==> config.mk <==
export PLATFORM = sky130hd
export DESIGN_NAME = serial_dram_bridge_flat
export DESIGN_NICKNAME = d
export VERILOG_FILES = /design/src/rtl/serial_dram_bridge_if.sv /design/src/rtl/serial_dram_bridge.sv /design/src/flat_wrapper.sv
export SDC_FILE = /design/constraint.sdc
export NUM_CORES = 1
export LEC_CHECK = 0
export CORE_UTILIZATION = 52
export CTS_CLUSTER_DIAMETER = 80
export DETAILED_ROUTE_END_ITERATION = 7
export MAX_ROUTING_LAYER = met4
export PLACE_DENSITY = 0.94
export RECOVER_POWER = 50
export REMOVE_ABC_BUFFERS = 1
export SLEW_MARGIN = 20
export SYNTH_ARGS = -nofsm -noshare
export SYNTH_HDL_FRONTEND = slang
export SYNTH_SLANG_ARGS = --single-unit
==> constraint.sdc <==
create_clock -name clk -period 3.5 [get_ports clk]
set_input_delay 1.05 -clock clk [delete_from_list [all_inputs] [get_ports clk]]
set_output_delay 1.05 -clock clk [all_outputs]
set_load 0.02 [all_outputs]
==> src/rtl/serial_dram_bridge_if.sv <==
// Bundle of the serial byte streams and the memory request/return channel.
// The master modport is the bridge side; the slave modport is the environment side.
interface serial_dram_bridge_if #(
    parameter int ADDR_BYTES = 4,
    parameter int DATA_BYTES = 4
) ();
    logic [7:0]              rx_data;
    logic                    rx_valid;
    logic                    rx_ready;
    logic [7:0]              tx_data;
    logic                    tx_valid;
    logic                    tx_ready;
    logic                    mem_valid;
    logic                    mem_ready;
    logic                    mem_we;
    logic [ADDR_BYTES*8-1:0] mem_addr;
    logic [DATA_BYTES*8-1:0] mem_wdata;
    logic [DATA_BYTES*8-1:0] mem_rdata;
    logic                    mem_rvalid;

    modport master (
        input  rx_data, rx_valid, tx_ready, mem_ready, mem_rdata, mem_rvalid,
        output rx_ready, tx_data, tx_valid, mem_valid, mem_we, mem_addr, mem_wdata
    );

    modport slave (
        output rx_data, rx_valid, tx_ready, mem_ready, mem_rdata, mem_rvalid,
        input  rx_ready, tx_data, tx_valid, mem_valid, mem_we, mem_addr, mem_wdata
    );
endinterface

==> src/rtl/serial_dram_bridge.sv <==
// Byte-serial command bridge: parses 'W'/'R' commands from the rx stream, issues one
// memory request and streams back an ACK, NAK or the little-endian read word on tx.
module serial_dram_bridge #(
    parameter int ADDR_BYTES = 4,
    parameter int DATA_BYTES = 4
) (
    input  logic                 clk,
    input  logic                 nrst,
    serial_dram_bridge_if.master bus
);
    localparam int AW        = ADDR_BYTES * 8;
    localparam int DW        = DATA_BYTES * 8;
    localparam int MAX_BYTES = (ADDR_BYTES > DATA_BYTES) ? ADDR_BYTES : DATA_BYTES;
    localparam int CW        = $clog2(MAX_BYTES) + 1;
    localparam logic [CW-1:0] ADDR_LAST = CW'(ADDR_BYTES - 1);
    localparam logic [CW-1:0] DATA_LAST = CW'(DATA_BYTES - 1);

    typedef enum logic [2:0] {IDLE, ADDR, WDATA, REQ, WAIT_R, RESP} state_t;

    state_t         state, state_next;
    logic [CW-1:0]  cnt, cnt_next;
    logic           we_q;
    logic [AW-1:0]  addr_q;
    logic [DW-1:0]  wdata_q;
    logic [DW-1:0]  resp_q;
    logic [CW-1:0]  resp_last_q;
    logic           load_nak, load_ack, capture;
    logic           rx_fire, tx_fire, mem_fire;
    logic [7:0]     tx_byte;

    assign rx_fire  = bus.rx_valid && bus.rx_ready;
    assign tx_fire  = bus.tx_valid && bus.tx_ready;
    assign mem_fire = bus.mem_valid && bus.mem_ready;

    assign bus.rx_ready  = (state == IDLE) || (state == ADDR) || (state == WDATA);
    assign bus.tx_valid  = (state == RESP);
    assign bus.tx_data   = tx_byte;
    assign bus.mem_valid = (state == REQ);
    assign bus.mem_we    = we_q;
    assign bus.mem_addr  = addr_q;
    assign bus.mem_wdata = wdata_q;

    always_ff @(posedge clk or negedge nrst) begin
        if (!nrst) begin
            state <= IDLE;
            cnt   <= '0;
        end else begin
            state <= state_next;
            cnt   <= cnt_next;
        end
    end

    always_comb begin
        state_next = state;
        cnt_next   = cnt;
        load_nak   = 1'b0;
        load_ack   = 1'b0;
        capture    = 1'b0;
        case (state)
            IDLE: begin
                cnt_next = '0;
                if (rx_fire) begin
                    if (bus.rx_data == 8'h57 || bus.rx_data == 8'h52) begin
                        state_next = ADDR;
                    end else begin
                        state_next = RESP;
                        load_nak   = 1'b1;
                    end
                end
            end
            ADDR: begin
                if (rx_fire) begin
                    if (cnt == ADDR_LAST) begin
                        cnt_next   = '0;
                        state_next = we_q ? WDATA : REQ;
                    end else begin
                        cnt_next = cnt + 1'b1;
                    end
                end
            end
            WDATA: begin
                if (rx_fire) begin
                    if (cnt == DATA_LAST) begin
                        cnt_next   = '0;
                        state_next = REQ;
                    end else begin
                        cnt_next = cnt + 1'b1;
                    end
                end
            end
            REQ: begin
                if (mem_fire) begin
                    if (we_q) begin
                        state_next = RESP;
                        load_ack   = 1'b1;
                    end else if (bus.mem_rvalid) begin
                        // Return arriving with acceptance skips the wait state.
                        state_next = RESP;
                        capture    = 1'b1;
                    end else begin
                        state_next = WAIT_R;
                    end
                end
            end
            WAIT_R: begin
                if (bus.mem_rvalid) begin
                    state_next = RESP;
                    capture    = 1'b1;
                end
            end
            RESP: begin
                if (tx_fire) begin
                    if (cnt == resp_last_q) begin
                        cnt_next   = '0;
                        state_next = IDLE;
                    end else begin
                        cnt_next = cnt + 1'b1;
                    end
                end
            end
            default: begin
                state_next = IDLE;
                cnt_next   = '0;
            end
        endcase
    end

    always_ff @(posedge clk or negedge nrst) begin
        if (!nrst) begin
            we_q        <= 1'b0;
            addr_q      <= '0;
            wdata_q     <= '0;
            resp_q      <= '0;
            resp_last_q <= '0;
        end else begin
            if (state == IDLE && rx_fire) begin
                we_q <= (bus.rx_data == 8'h57);
            end
            if (state == ADDR && rx_fire) begin
                for (int i = 0; i < ADDR_BYTES; i++) begin
                    if (cnt == CW'(i)) addr_q[i*8 +: 8] <= bus.rx_data;
                end
            end
            if (state == WDATA && rx_fire) begin
                for (int i = 0; i < DATA_BYTES; i++) begin
                    if (cnt == CW'(i)) wdata_q[i*8 +: 8] <= bus.rx_data;
                end
            end
            if (load_nak) begin
                resp_q      <= DW'(8'h15);
                resp_last_q <= '0;
            end else if (load_ack) begin
                resp_q      <= DW'(8'h06);
                resp_last_q <= '0;
            end else if (capture) begin
                resp_q      <= bus.mem_rdata;
                resp_last_q <= DATA_LAST;
            end
        end
    end

    always_comb begin
        tx_byte = 8'h00;
        if (state == RESP) begin
            for (int i = 0; i < DATA_BYTES; i++) begin
                if (cnt == CW'(i)) tx_byte = resp_q[i*8 +: 8];
            end
        end
    end
endmodule

==> src/flat_wrapper.sv <==
// flat-port wrapper written by rule: the top's interface ports become plain ports
module serial_dram_bridge_flat 
#(
    parameter int ADDR_BYTES = 4,
    parameter int DATA_BYTES = 4
)
  (clk, nrst, bus_rx_data, bus_rx_valid, bus_tx_ready, bus_mem_ready, bus_mem_rdata, bus_mem_rvalid, bus_rx_ready, bus_tx_data, bus_tx_valid, bus_mem_valid, bus_mem_we, bus_mem_addr, bus_mem_wdata);
  serial_dram_bridge_if #(.ADDR_BYTES(ADDR_BYTES), .DATA_BYTES(DATA_BYTES)) bus_i ();
  input  logic clk;
  input  logic nrst;
  input wire logic [$bits(bus_i.rx_data)-1:0] bus_rx_data;
  input wire logic [$bits(bus_i.rx_valid)-1:0] bus_rx_valid;
  input wire logic [$bits(bus_i.tx_ready)-1:0] bus_tx_ready;
  input wire logic [$bits(bus_i.mem_ready)-1:0] bus_mem_ready;
  input wire logic [$bits(bus_i.mem_rdata)-1:0] bus_mem_rdata;
  input wire logic [$bits(bus_i.mem_rvalid)-1:0] bus_mem_rvalid;
  output wire logic [$bits(bus_i.rx_ready)-1:0] bus_rx_ready;
  output wire logic [$bits(bus_i.tx_data)-1:0] bus_tx_data;
  output wire logic [$bits(bus_i.tx_valid)-1:0] bus_tx_valid;
  output wire logic [$bits(bus_i.mem_valid)-1:0] bus_mem_valid;
  output wire logic [$bits(bus_i.mem_we)-1:0] bus_mem_we;
  output wire logic [$bits(bus_i.mem_addr)-1:0] bus_mem_addr;
  output wire logic [$bits(bus_i.mem_wdata)-1:0] bus_mem_wdata;
  assign bus_i.rx_data = bus_rx_data;
  assign bus_i.rx_valid = bus_rx_valid;
  assign bus_i.tx_ready = bus_tx_ready;
  assign bus_i.mem_ready = bus_mem_ready;
  assign bus_i.mem_rdata = bus_mem_rdata;
  assign bus_i.mem_rvalid = bus_mem_rvalid;
  assign bus_rx_ready = bus_i.rx_ready;
  assign bus_tx_data = bus_i.tx_data;
  assign bus_tx_valid = bus_i.tx_valid;
  assign bus_mem_valid = bus_i.mem_valid;
  assign bus_mem_we = bus_i.mem_we;
  assign bus_mem_addr = bus_i.mem_addr;
  assign bus_mem_wdata = bus_i.mem_wdata;
  serial_dram_bridge #(.ADDR_BYTES(ADDR_BYTES), .DATA_BYTES(DATA_BYTES)) u_core (.clk(clk), .nrst(nrst), .bus(bus_i));
endmodule
Word-level counts from Yosys, hierarchy flattened
Cells that the tools add are included.

Output and inout bits: 76. Bits of input ports: 46. Bits in registers: 106. Logic and storage cells: 100.

Bitwise logic cells: 1. Equality and inequality tests: 21. Add/subtract/negate cells: 1. Multiplexer cells: 40. Reduce and logical (&&, ||, !) cells: 24.

Operators with widths (count): two-way mux 32 bit (3); two-way mux 3 bit (18); two-way mux 8 bit (5); case mux 3 bit (6 select lines) (1); == test 8 x 7 -> 1 bit, second input constant (2); AND reduction 2 bit (8); == test 3 x 2 -> 1 bit, second input constant (4); inequality test 2 bit, second input constant (6); two-way mux 1 bit (11); case mux 3 bit (3 select lines) (1); AND reduction 9 bit (1); inequality test 2 x 1 -> 1 bit, second input constant (4); == test 3 x 1 -> 1 bit, second input constant (2); == test 3 bit, second input constant (2); logical AND 1 bit (6); zero test 3 bit (2); OR reduction 2 bit (2); adder 3 x 1 -> 3 bit, second input constant (1); == test 3 bit (1); logical OR 1 bit (3); AND reduction 3 bit (1); nonzero test 3 bit (1); case mux 1 bit (2 select lines) (1); NOT 1 bit (1).

Depth between registers and ports, before layout
Gate-level depths: netlist (run 1).

Depth in word-level cells: 7. Depth in mapped cells: 8. Depth with buffers taken out: 7.

Worst setup path after synthesis (run 1)
Ideal clock, no wire load.

Path kind: register -> output. From: register u_core.cnt[0]. To: output port bus_tx_data[0]. Data arrival time: 1.724 ns. Stages on the path, launching flop included: 7. Setup slack: 0.726 ns. Data required time: 2.450 ns. Cell sequence: dfrtp_1 -> ha_1 -> ha_1 -> clkbuf_1 -> nor2_1 -> a22oi_1 -> nor2_1.

Longest elaborated chain between the ends: 6. Elaborated cells between the ends (all ways): 9. Classes of those cells: 3 x eq/ne; 5 x mux; 1 x reduce/logical.

RTL lines: start, declared (line serial_dram_bridge.sv:21) `logic [CW-1:0] cnt, cnt_next;`; start signal, assigned (line serial_dram_bridge.sv:49) `cnt <= cnt_next;`; zero test 3 bit (line serial_dram_bridge.sv:166) `if (cnt == CW'(i)) tx_byte = resp_q[i*8 +: 8];`; two-way mux 8 bit (3 in a row) (line serial_dram_bridge.sv:166); two-way mux 8 bit (*) (line serial_dram_bridge.sv:166); two-way mux 8 bit (*) (line serial_dram_bridge.sv:164) `if (state == RESP) begin`; end, declared (line flat_wrapper.sv:18) `output wire logic [$bits(bus_i.tx_data)-1:0] bus_tx_data;`.

Every way passes the cells marked *; elsewhere a longest branch is shown, timed or not.

Worst setup path after layout (run 1)
From: register u_core.cnt[0]. To: output port bus_tx_data[3].

The elaborated chain is that of the path after synthesis.

==> results of run 1 <==
## power breakdown
group / total, mW / leakage, nW / internal, mW / switching [mW]
Combinational: 2.01 / 1.40 / 0.997 / 1.01
Sequential: 1.88 / 1.36 / 1.61 / 0.270
Clock: 0.742 / 0.101 / 0.280 / 0.462
## critical path, stage by stage (launching register included)
cell,delay [ns]
dfrtp_1,0.43
inv_1,0.13
ha_1,0.22
nor2b_1,0.16
buf_4,0.18
a22oi_1,0.08
o21ai_0,0.22
a22oi_1,0.11
nor2_1,0.09
dlygate4sd2_1,0.34
## flip-flops by register name, summed over array words and instances (netlist names)
register              count
u_core.bus.mem_we         1
u_core.resp_q            32
u_core.cnt                3
u_core.resp_last_q        1
u_core.bus.mem_wdata     32
u_core.state              3
u_core.bus.mem_addr      32
## worst max-delay path by stage
stage	start	endpoint	slack, ns
2_1_floorplan	u_core.cnt[1]$_DFFE_PN0P_	bus_tx_data[0]	0.73
3_3_place_gp	u_core.cnt[0]$_DFFE_PN0P_	bus_tx_data[5]	0.38
3_5_place_dp	u_core.cnt[0]$_DFFE_PN0P_	bus_tx_data[5]	0.29
4_1_cts	u_core.cnt[0]$_DFFE_PN0P_	bus_tx_data[3]	0.14
5_1_grt	u_core.cnt[0]$_DFFE_PN0P_	bus_tx_data[3]	-0.03
6_report	u_core.cnt[0]$_DFFE_PN0P_	bus_tx_data[3]	0.12
## placed cells by master (no fill, tap or decap), types with 2 or more instances in the layout
master and instances:
dlygate4sd3_1 13, inv_1 10, mux2_1 3, a31o_1 3
mux2_2 61, nor2_1 16, o311a_1 2, a21o_1 2
clkbuf_8 9, a21oi_1 2, clkbuf_1 3, inv_8 2
clkbuf_2 2, o22ai_1 2, dlygate4sd2_1 8, o21ai_0 13
nor2b_1 7, inv_6 2, buf_4 16, nand3_1 3
a22oi_1 16, mux2i_1 4, clkdlybuf4s50_1 99, o21ai_1 2
a22o_1 28, nand2_1 22, nor3_1 5, nand2b_1 3
ha_1 5, dfrtp_1 104
## metal layers
metal	track usage	wire length, um	vias up	share of wire
li1	-	-	1558	-
met1	0.344	4720	1719	0.40
met2	0.447	5590	193	0.48
met3	0.0933	1170	27	0.10
met4	0.0909	238	0	0.020
met5	-	0	-	0
## stage by stage
stage          setup slack [ns]  cells
2_1_floorplan             0.728    337
3_3_place_gp              0.379    580
3_5_place_dp              0.290    580
4_1_cts                   0.140    596
5_1_grt                 -0.0308    599
6_report                  0.116    599
## final cells by class
class / instances / area [um2]
clock buffers: 9 / 124
clock inverters: 7 / 70.1
fillers: 540 / 2200
inverters: 11 / 41.3
multi-input cells: 222 / 1790
flip-flops and latches: 104 / 2600
well taps: 105 / 131
repair buffers: 141 / 1330
## kinds of logic (layout without fill, tap and decap cells)
family / Yosys count / in the layout / synth area share
XOR/XNOR: 1 / 1 / 0.00194
multiplexers: 68 / 68 / 0.168
flip-flops: 104 / 104 / 0.575
AO/OA/AOI/OAI: 81 / 81 / 0.136
AND/OR/NAND/NOR: 66 / 66 / 0.0744
adder cells (fa/ha/maj): 6 / 6 / 0.0166
buffers and inverters: 29 / 168 / 0.0277
## repair_timing
action,CTS,global route
setup endpoints to repair,8,2
hold buffers,0,0
setup buffers,0,3
resized for setup,9,0
==> reports/metrics.sh, run 1 <==
SYNTHCELLS=355
PERIOD_NEEDED_NS=3.38
STATUS='complete, no violations'
FINALSETUPVIOLCOUNT=0
FINALINSTANCEAREA_UM2=6090
CHIPHEIGHT_UM=95.3
INITIAL_CORE_UTIL=0.545
ACHIEVABLE-FREQUENCY_MHz=296
FINAL_CORE_UTILIZATION=0.734
CRITICAL_PATH_REQUIRED_NS=2.45
RELSLEWSLACK=0.0689
GRT_USAGE=0.283
FLOORPLAN.DIE.WIDTH_UM=95.3
START_TO_END_TYPE_OF_THE_WORST_SETUP_PATH='flop to output port'
POST_SYNTH_DESIGN_CELL_AREA_UM2=4520
CELLLEAKAGEPOWER_nW=2.87
CORE_AREA_UM2=8300
END_KIND='output port'
MIN_DELAY_PATH_DEPTH=1
FINAL.PERIOD_UTILIZATION=0.967
WORST_R2R_PATH_DEPTH=5
TIMING.FINAL.HOLD_VIOLATIONS=0
SYNTHTOPCELLSBYAREA='dfrtp_1, mux2_2, a22o_1, a22oi_1, nand2_1'
FINALWEIGHTEDCONGESTION=0.831
WORSTPATHMAXFANOUT=8
YOSYSMOSTFREQUENTCELL='dfrtp_1'
REG2REG_FROM='u_core.state[1]$_DFFE_PN0P_'
VIAS=3497
DRT_ITER0_MARKERS=173
HTREE_NUM_LEVELS=3
WIRE_LENGTH_OF_THE_FIRST_GLOBAL_ROUTING_PASS_UM=18500
YOSYS.CELL_TYPES.COUNT=47
LAYOUT-DRIVE-GT1-SHARE=0.202
HOLD_CLASS='flop to flop'
TOTAL_DRC_ERRORS_IN_THE_ROUTED_LAYOUT=0
YS_TOP_CELLS_BY_COUNT='dfrtp_1, mux2_2, a22o_1, nand2_1'
VIAS_PER_CELL=5.84
CTS_MAX_PATH_BUFFERS=2
SYNTH-SEQ-CELLS=104
WHS_NS=0.510
POWER_mW=4.63
POWER_PER_CELL_AREA_nW_PER_UM2=760
CLK_LATENCY_NS=0.38
SYNTH_WARNINGS=0
WORST_SETUP_HOLD_PATH_CLK_SLEW_NS=0.10
CTS.SINKS=104
YS_ASYNC_SR_FRACTION=1.00
FP.DIEAREA_UM2=9080
MAXCAPVIOLCOUNT=0
ANTENNA_FOUND_INITIAL=0
HOLD_START='u_core.bus.mem_wdata[15]$_DFFE_PN0P_'
COMMONEST_REGISTER_CELL_AFTER_SYNTHESIS='dfrtp_1'
POSTPLACECELLAREA_UM2=5910
TOTALWIRELENGTH_UM=11700
MIN_DELAY_WORST_ENDPOINT='u_core.bus.mem_wdata[15]$_DFFE_PN0P_'
TOP_LEVEL_PORTS=122
GRT_MAX_DEGREE=56
CLOCK_SKEW_NS=0.0153
STARTPOINT_TYPE='flop'
CLOCKROOTBUFFER='clkbuf_8'
FLOW.AREA_GROWTH_FROM_SYNTHESIS_PCT=34.7
ROW_COUNT=33
FIRST_PASS_ITERS=5
FINAL_NET_COUNT=541
WORSTPATHARRIVAL_NS=2.33
YOSYSTOPAREACELLSHARE=0.575
FINAL-MAX-SLEW-VIOLATION-COUNT=0
OVERFLOW=0
SETUP_TOTAL_NEGATIVE_SLACK_NS=0
PORT-BUFFER-COUNT=121
FINAL_ANTENNA_NET_COUNT=0
IR_DROP_mV=0.507
WORST_R2R_ENDPOINT='u_core.resp_q[27]$_DFFE_PN0P_'
WORST-SLEW-PIN-TRANSITION_NS=1.40
SYNTH-SEQ-AREA-SHARE=0.575
SYNTH_EDF_COUNT=0
VIAS_IN_THE_FIRST_GLOBAL_ROUTE=3569
REGTOREGSETUPSLACK_NS=1.30
SYNTHESIS.AREA_PER_INSTANCE_UM2=12.7
ANTENNADIODECOUNT=0
DETAILED_PLACE_HPWL_UM=8120
ROUTE.DETAILED.WL_PER_INST_UM=19.6
TRITONCTS='done'
YOSYS.AREA.TOP_TYPE='dfrtp_1'
NUMCTSBUFFERS=9
(Power assumes the default switching activity.)
==> run 2: changes to the inputs <==
Settings changed: CORE_UTILIZATION 52 to 45, PLACE_DENSITY 0.94 to 0.79.
==> run 2 against run 1 <==
  * Die area grew 15%
  * Combinational power barely moved
  * Sequential cell count unchanged
  * Critical path type unchanged
  * Final cell count up 4.5%
  * Clock-buffer cell count unchanged
  * Routed wire length fell by 5.0%
  * Clock power is 6.3% higher
  * Worst hold slack gained 0.0012 ns
  * Register-to-register slack improved by 0.09 ns
  * Core utilization fell by 11 points
==> reports/metrics.sh, run 2 (synthesis gave the netlist of run 1 again) <==
VIAS_PER_CELL=5.43  # -6.9%
HOLD_CLASS='flop to flop'
NUMCTSBUFFERS=9  # unchanged
ROUTE.DETAILED.WL_PER_INST_UM=17.8  # -9.1%
CHIPHEIGHT_UM=102  # +7.3%
ACHIEVABLE-FREQUENCY_MHz=302  # +2.4%
WORST-SLEW-PIN-TRANSITION_NS=1.31  # -0.0861 ns
CTS.REPAIR_TIMING.SETUP_BUFFER_COUNT=0  # unchanged
POWER_PER_CELL_AREA_nW_PER_UM2=754  # -0.74%
GRT_USAGE=0.234  # -0.0496
END_KIND='output port'
SETUP_WS_NS=0.194  # +0.0777 ns
TOTALWIRELENGTH_UM=11100  # -5.0%
IR_DROP_mV=0.491  # -3.3%
WORSTPATHMAXFANOUT=8  # unchanged
PERIOD_NEEDED_NS=3.31  # -0.0777 ns
LAYOUT-DRIVE-GT1-SHARE=0.205  # +0.00244
P_SWITCHING_mW=1.68  # -3.5%
START_TO_END_TYPE_OF_THE_WORST_SETUP_PATH='flop to output port'
FINAL_CORE_UTILIZATION=0.629  # -0.105
WHS_NS=0.511  # +0.00119 ns
HTREE_NUM_LEVELS=3  # unchanged
GRT_SETUP_UNREPAIRED='false'
FINALWEIGHTEDCONGESTION=0.876  # +5.4%
CRITICAL_PATH_REQUIRED_NS=2.45  # about the same
CLK_LATENCY_NS=0.37  # about the same
STARTPOINT_TYPE='flop'
CRIT_PATH_TOP_DELAY_CELL='dfrtp_1'
WORSTPATHBUFFERINVERTERCOUNT=3  # unchanged
PWR-SHARE-CLK=0.170  # +0.010
TOP_LEVEL_PORTS=122  # unchanged
TIMING.FINAL.HOLD_VIOLATIONS=0  # unchanged
MOST-COMMON-LAYOUT-CELLS='dfrtp_1, clkdlybuf4s50_1, mux2_2'
WORST_PATH_DOMINANT_CELL_FAMILY='buffers and inverters'
FINAL_COMMON_CELL='dfrtp_1'
FINAL_NET_COUNT=540  # -0.18%
DRT_ITER0_MARKERS=115  # -34%
ANTENNADIODECOUNT=0  # unchanged
FINAL-MAX-SLEW-VIOLATION-COUNT=0  # unchanged
RELSLEWSLACK=0.126  # +0.0574
CTS_MAX_PATH_BUFFERS=2  # unchanged
VIAS=3401  # -2.7%
FIRST_PASS_ITERS=4  # -1
POSTPLACECELLAREA_UM2=5970  # +1.1%
OVERFLOW=0  # unchanged
PLACE.DETAILED.INSTANCES=610  # +5.2%
FP.DIEAREA_UM2=10500  # +15%
GRT_MAX_DEGREE=54  # -3.6%
TIMING.CRITICAL_PATH.CELLS='inv_1 > ha_1 > nor2b_1 > buf_4 > a22oi_1 > o21ai_0 > a22oi_1 > nor2_1 > dlygate4sd2_1'
CELLLEAKAGEPOWER_nW=2.88  # +0.28%
WORST_SETUP_HOLD_PATH_CLK_SLEW_NS=0.11  # about the same
INITIAL_CORE_UTIL=0.463  # -0.0823
WORST_R2R_PATH_DEPTH=6  # +1
CRITICAL-PATH-TOP-CELL-BY-COUNT='a22oi_1'
CTS_HOLD_BUFFERS=0  # unchanged
CRITICAL_PATH.MAX_STAGE_DELAY_NS=0.42  # about the same
FINISH.CELL_COUNT_WITHOUT_FILLERS=626  # +4.5%
DP_WORST_SETUP_SLACK_NS=0.339  # +0.0489 ns
DETAILED_PLACE_HPWL_UM=7900  # -2.7%
CLOCK_SKEW_NS=0.0159  # +0.000624 ns
CORE_AREA_UM2=9770  # +18%
POWER_mW=4.64  # +0.13%
CTS.SINKS=104  # unchanged
ROW_COUNT=36  # +9.1%
POWER.SHARE.SEQUENTIAL=0.398  # -0.008
LAYOUT_FILLER_CELL_COUNT=775  # +44%
SETUP_TOTAL_NEGATIVE_SLACK_NS=0  # unchanged
FINALINSTANCEAREA_UM2=6150  # +0.88%
WIRE_LENGTH_OF_THE_FIRST_GLOBAL_ROUTING_PASS_UM=17800  # -4.1%
CLOCKROOTBUFFER='clkbuf_8'
CELL_INTERNAL_PWR_mW=2.95  # +2.3%
PORT-BUFFER-COUNT=121  # unchanged
FLOORPLAN.DIE.WIDTH_UM=102  # +7.3%
ANTENNA_FOUND_INITIAL=0  # unchanged
FINAL.PERIOD_UTILIZATION=0.945  # -0.0222
FINAL_ANTENNA_NET_COUNT=0  # unchanged
SWITCHING_SHARE=0.363  # -0.0136
STATUS='complete, no violations'
FLOW.AREA_GROWTH_FROM_SYNTHESIS_PCT=35.9
P_COMB_FRAC=0.432  # -0.002
REG2REG_FROM='u_core.state[1]$_DFFE_PN0P_'
WORST_R2R_ENDPOINT='u_core.resp_q[19]$_DFFE_PN0P_'
CRIT_CELLS=9  # unchanged
TRITONCTS='done'
FINALSETUPVIOLCOUNT=0  # unchanged
VIAS_IN_THE_FIRST_GLOBAL_ROUTE=3462  # -3.0%
TOTAL_DRC_ERRORS_IN_THE_ROUTED_LAYOUT=0  # unchanged
MAXCAPVIOLCOUNT=0  # unchanged
CRITICAL_PATH_CAPTURE_POINT='bus_tx_data[0]'
REGTOREGSETUPSLACK_NS=1.39  # +0.09 ns
TIMING.CRITICAL_PATH.FROM='u_core.cnt[0]$_DFFE_PN0P_'
WORSTPATHARRIVAL_NS=2.26  # -0.07 ns
run 2: per-layer routing:
metal  vias up  GRT usage  wire length, um
li1       1558          -                -
met1      1715      0.295             4700
met2       122      0.359             5400
met3         6     0.0807              975
met4         0     0.0615               56
met5         -          -                0
run 2: timing repair:
action,CTS,global route
endpoints found under the hold margin,0,0
gates resized for setup,8,1
endpoints found under the setup margin,8,2
pin swaps,0,0
run 2: worst min path at each step:
stage	start	end	cells after the start
after floorplan	u_core.resp_q[16]$_DFFE_PN0P_	u_core.resp_q[16]$_DFFE_PN0P_	1
after global placement	u_core.bus.mem_wdata[4]$_DFFE_PN0P_	u_core.bus.mem_wdata[4]$_DFFE_PN0P_	1
after detailed placement	u_core.resp_q[27]$_DFFE_PN0P_	u_core.resp_q[27]$_DFFE_PN0P_	1
after CTS	u_core.resp_q[9]$_DFFE_PN0P_	u_core.resp_q[9]$_DFFE_PN0P_	1
after global routing	u_core.bus.mem_wdata[26]$_DFFE_PN0P_	u_core.bus.mem_wdata[26]$_DFFE_PN0P_	1
final	u_core.bus.mem_wdata[26]$_DFFE_PN0P_	u_core.bus.mem_wdata[26]$_DFFE_PN0P_	1
run 2: area by class of cell:
| type | count | area (um2) | area share |
|---|---|---|---|
| clock buffers | 9 | 124 | 0.0201 |
| clock inverters | 7 | 90.1 | 0.0147 |
| inverters | 11 | 41.3 | 0.00672 |
| multi-input cells | 222 | 1800 | 0.292 |
| flip-flops and latches | 104 | 2600 | 0.423 |
| well taps | 133 | 166 | 0.0271 |
| repair buffers | 140 | 1330 | 0.216 |
run 2: power by group through the flow:
stage	clock (mW)	sequential [mW]	combinational, mW
floorplan	0	2.11	0.891
global placement	0	1.85	1.99
detailed placement	0	1.86	2.04
CTS	0.814	1.84	2.03
global route	0.850	1.89	2.16
finish	0.789	1.84	2.00
run 2: worst register-to-register path, cell delays in order (launching register included):
cell	delay, ns
dfrtp_1	0.39
buf_4	0.17
or4b_1	0.59
a31o_1	0.26
and2_4	0.15
nor2b_4	0.21
a22o_1	0.23
==> run 3: changes to the inputs <==
Settings changed: PLACE_DENSITY 0.79 to 0.75.
==> run 3 against run 2 <==
  * The flow now finishes with violations (capacitance limit, slew limit)
  * Fmax down 0.44%
  * Cell area rose by 0.37%
  * Register-to-register slack got worse by 0.06 ns
  * Sequential share of layout area decreased by 0.15 points
  * Via count is 2.2% lower
  * Combinational power barely moved
  * Highest routed layer unchanged
==> reports/metrics.sh, run 3 (synthesis gave the netlist of run 1 again) <==
WORST_SETUP_HOLD_PATH_CLK_SLEW_NS=0.12  # about the same
FLOW.AREA_GROWTH_FROM_SYNTHESIS_PCT=36.4
OVERFLOW=0  # unchanged
VIOLATIONS_IN_THE_FINAL_REPORTS='capacitance limit, slew limit'
NUMCTSBUFFERS=9  # unchanged
GRT_USAGE=0.236  # +0.00277
TRITONCTS='done'
INITIAL_CORE_UTIL=0.463  # unchanged
CRITICAL_PATH_REQUIRED_NS=2.45  # about the same
FINAL.PERIOD_UTILIZATION=0.949  # +0.00415
CELL_INTERNAL_PWR_mW=2.91  # -1.6%
TOTALWIRELENGTH_UM=11100  # -0.12%
STATUS='finished with violations'
VIAS=3325  # -2.2%
WORSTPATHARRIVAL_NS=2.27  # about the same
CLOCKROOTBUFFER='clkbuf_8'
GRT_SETUP_UNREPAIRED='false'
HTREE_NUM_LEVELS=3  # unchanged
POWER.SHARE.SEQUENTIAL=0.400  # +0.002
FINAL_NET_COUNT=541  # +0.19%
FINAL-MAX-SLEW-VIOLATION-COUNT=36  # +36
DETAILED_PLACE_HPWL_UM=7990  # +1.1%
START_TO_END_TYPE_OF_THE_WORST_SETUP_PATH='flop to output port'
CORE_AREA_UM2=9770  # unchanged
P_SWITCHING_mW=1.73  # +3.1%
CLK_LATENCY_NS=0.38  # about the same
CHIPHEIGHT_UM=102  # unchanged
FINAL_ANTENNA_NET_COUNT=0  # unchanged
WORSTPATHMAXFANOUT=8  # unchanged
RELSLEWSLACK=-0.307  # -0.433
IR_DROP_mV=0.543  # +11%
TOTAL_DRC_ERRORS_IN_THE_ROUTED_LAYOUT=0  # unchanged
ACHIEVABLE-FREQUENCY_MHz=301  # -0.44%
P_COMB_FRAC=0.430  # -0.002
END_KIND='output port'
PWR-SHARE-CLK=0.170  # about the same
FINALSETUPVIOLCOUNT=0  # unchanged
CLOCK_SKEW_NS=0.0310  # +0.0151 ns
ROUTE.DETAILED.WL_PER_INST_UM=17.7  # -0.28%
FP.DIEAREA_UM2=10500  # unchanged
ANTENNA_FOUND_INITIAL=0  # unchanged
GRT_MAX_DEGREE=70  # +30%
CTS.SINKS=104  # unchanged
WORST-SLEW-PIN-TRANSITION_NS=1.96  # +0.650 ns
MOST-COMMON-LAYOUT-CELLS='dfrtp_1, clkdlybuf4s50_1, mux2_2'
WHS_NS=0.506  # -0.00499 ns
TIMING.FINAL.HOLD_VIOLATIONS=0  # unchanged
FLOORPLAN.DIE.WIDTH_UM=102  # unchanged
VIAS_PER_CELL=5.30  # -2.4%
WIRE_LENGTH_OF_THE_FIRST_GLOBAL_ROUTING_PASS_UM=18100  # +2.0%
STARTPOINT_TYPE='flop'
ROW_COUNT=36  # unchanged
FINALWEIGHTEDCONGESTION=0.880  # +0.45%
CELLLEAKAGEPOWER_nW=2.89  # +0.36%
PORT-BUFFER-COUNT=121  # unchanged
HOLD_CLASS='flop to flop'
FIRST_PASS_ITERS=4  # unchanged
MAXCAPVIOLCOUNT=1  # +1
LAYOUT-DRIVE-GT1-SHARE=0.200  # -0.00446
DRT_ITER0_MARKERS=106  # -7.8%
VIAS_IN_THE_FIRST_GLOBAL_ROUTE=3540  # +2.3%
CTS_MAX_PATH_BUFFERS=2  # unchanged
POWER_PER_CELL_AREA_nW_PER_UM2=752  # -0.29%
ANTENNADIODECOUNT=0  # unchanged
SETUP_TOTAL_NEGATIVE_SLACK_NS=0  # unchanged
FINAL_COMMON_CELL='dfrtp_1'
SWITCHING_SHARE=0.374  # +0.0109
PERIOD_NEEDED_NS=3.32  # +0.0145 ns
TOP_LEVEL_PORTS=122  # unchanged
## run 3: layer usage
layer,track usage,wire length (um)
met2,0.383,5380
met4,0.0396,47
met1,0.288,4780
met5,-,0
met3,0.0855,912
## run 3: cell type report
| class | instances | area, um2 |
|---|---|---|
| Tap cell | 133 | 166 |
| Sequential cell | 104 | 2600 |
| Clock buffer | 9 | 124 |
| Inverter | 11 | 41.3 |
| Timing Repair Buffer | 141 | 1350 |
| Fill cell | 814 | 3600 |
| Clock inverter | 7 | 96.3 |
| Multi-Input combinational cell | 222 | 1790 |
## run 3: path summary, 6_finish.rpt
| path | depth (start not counted) | from | slack, ns | end |
|---|---|---|---|---|
| worst max-delay path | 9 | u_core.cnt[1]$_DFFE_PN0P_ | 0.18 | bus_tx_data[7] |
| worst min-delay path | 1 | u_core.bus.mem_wdata[20]$_DFFE_PN0P_ | 0.51 | u_core.bus.mem_wdata[20]$_DFFE_PN0P_ |
| worst max register to register | 8 | u_core.cnt[0]$_DFFE_PN0P_ | 1.33 | u_core.bus.mem_addr[24]$_DFFE_PN0P_ |
| worst min register to register | 1 | u_core.bus.mem_wdata[20]$_DFFE_PN0P_ | 0.51 | u_core.bus.mem_wdata[20]$_DFFE_PN0P_ |
| max in group asynchronous | 2 | nrst | 1.11 | u_core.bus.mem_addr[26]$_DFFE_PN0P_ |
| min in group asynchronous | 1 | nrst | 1.22 | u_core.resp_q[13]$_DFFE_PN0P_ |
## run 3: power by group through the flow
| stage | Combinational (mW) | Sequential [mW] | Clock (mW) |
|---|---|---|---|
| floorplan | 0.891 | 2.11 | 0 |
| global placement | 1.98 | 1.87 | 0 |
| detailed placement | 2.02 | 1.88 | 0 |
| CTS | 2.03 | 1.86 | 0.809 |
| global route | 2.16 | 1.91 | 0.856 |
| finish | 2.00 | 1.86 | 0.788 |
## run 3: what timing repair did
action,in CTS,in global routing
hold buffers,0,0
endpoints found under the setup margin,8,5
resized for setup,8,0
pin swaps,0,0
setup buffers,0,2
## run 3: critical path, cell delays in order, from the launching register on
cell and delay (ns):
dfrtp_1 0.43, inv_1 0.10, ha_1 0.22, nor2b_1 0.13, buf_4 0.16, a22oi_1 0.16
o21ai_0 0.09, a22oi_1 0.23, nor2_1 0.06, dlygate4sd2_1 0.33
## run 3: metrics by stage
stage	cell area [um2]	setup WS [ns]	std cells	util	total power [mW]
6_report	6170	0.179	627	0.631	4.64
5_1_grt	6170	0.0280	627	0.631	4.93
4_1_cts	6170	0.158	625	0.632	4.70
3_5_place_dp	5960	0.347	609	0.610	3.91
3_3_place_gp	5960	0.365	609	0.610	3.85
2_1_floorplan	4440	0.728	337	-	3.00
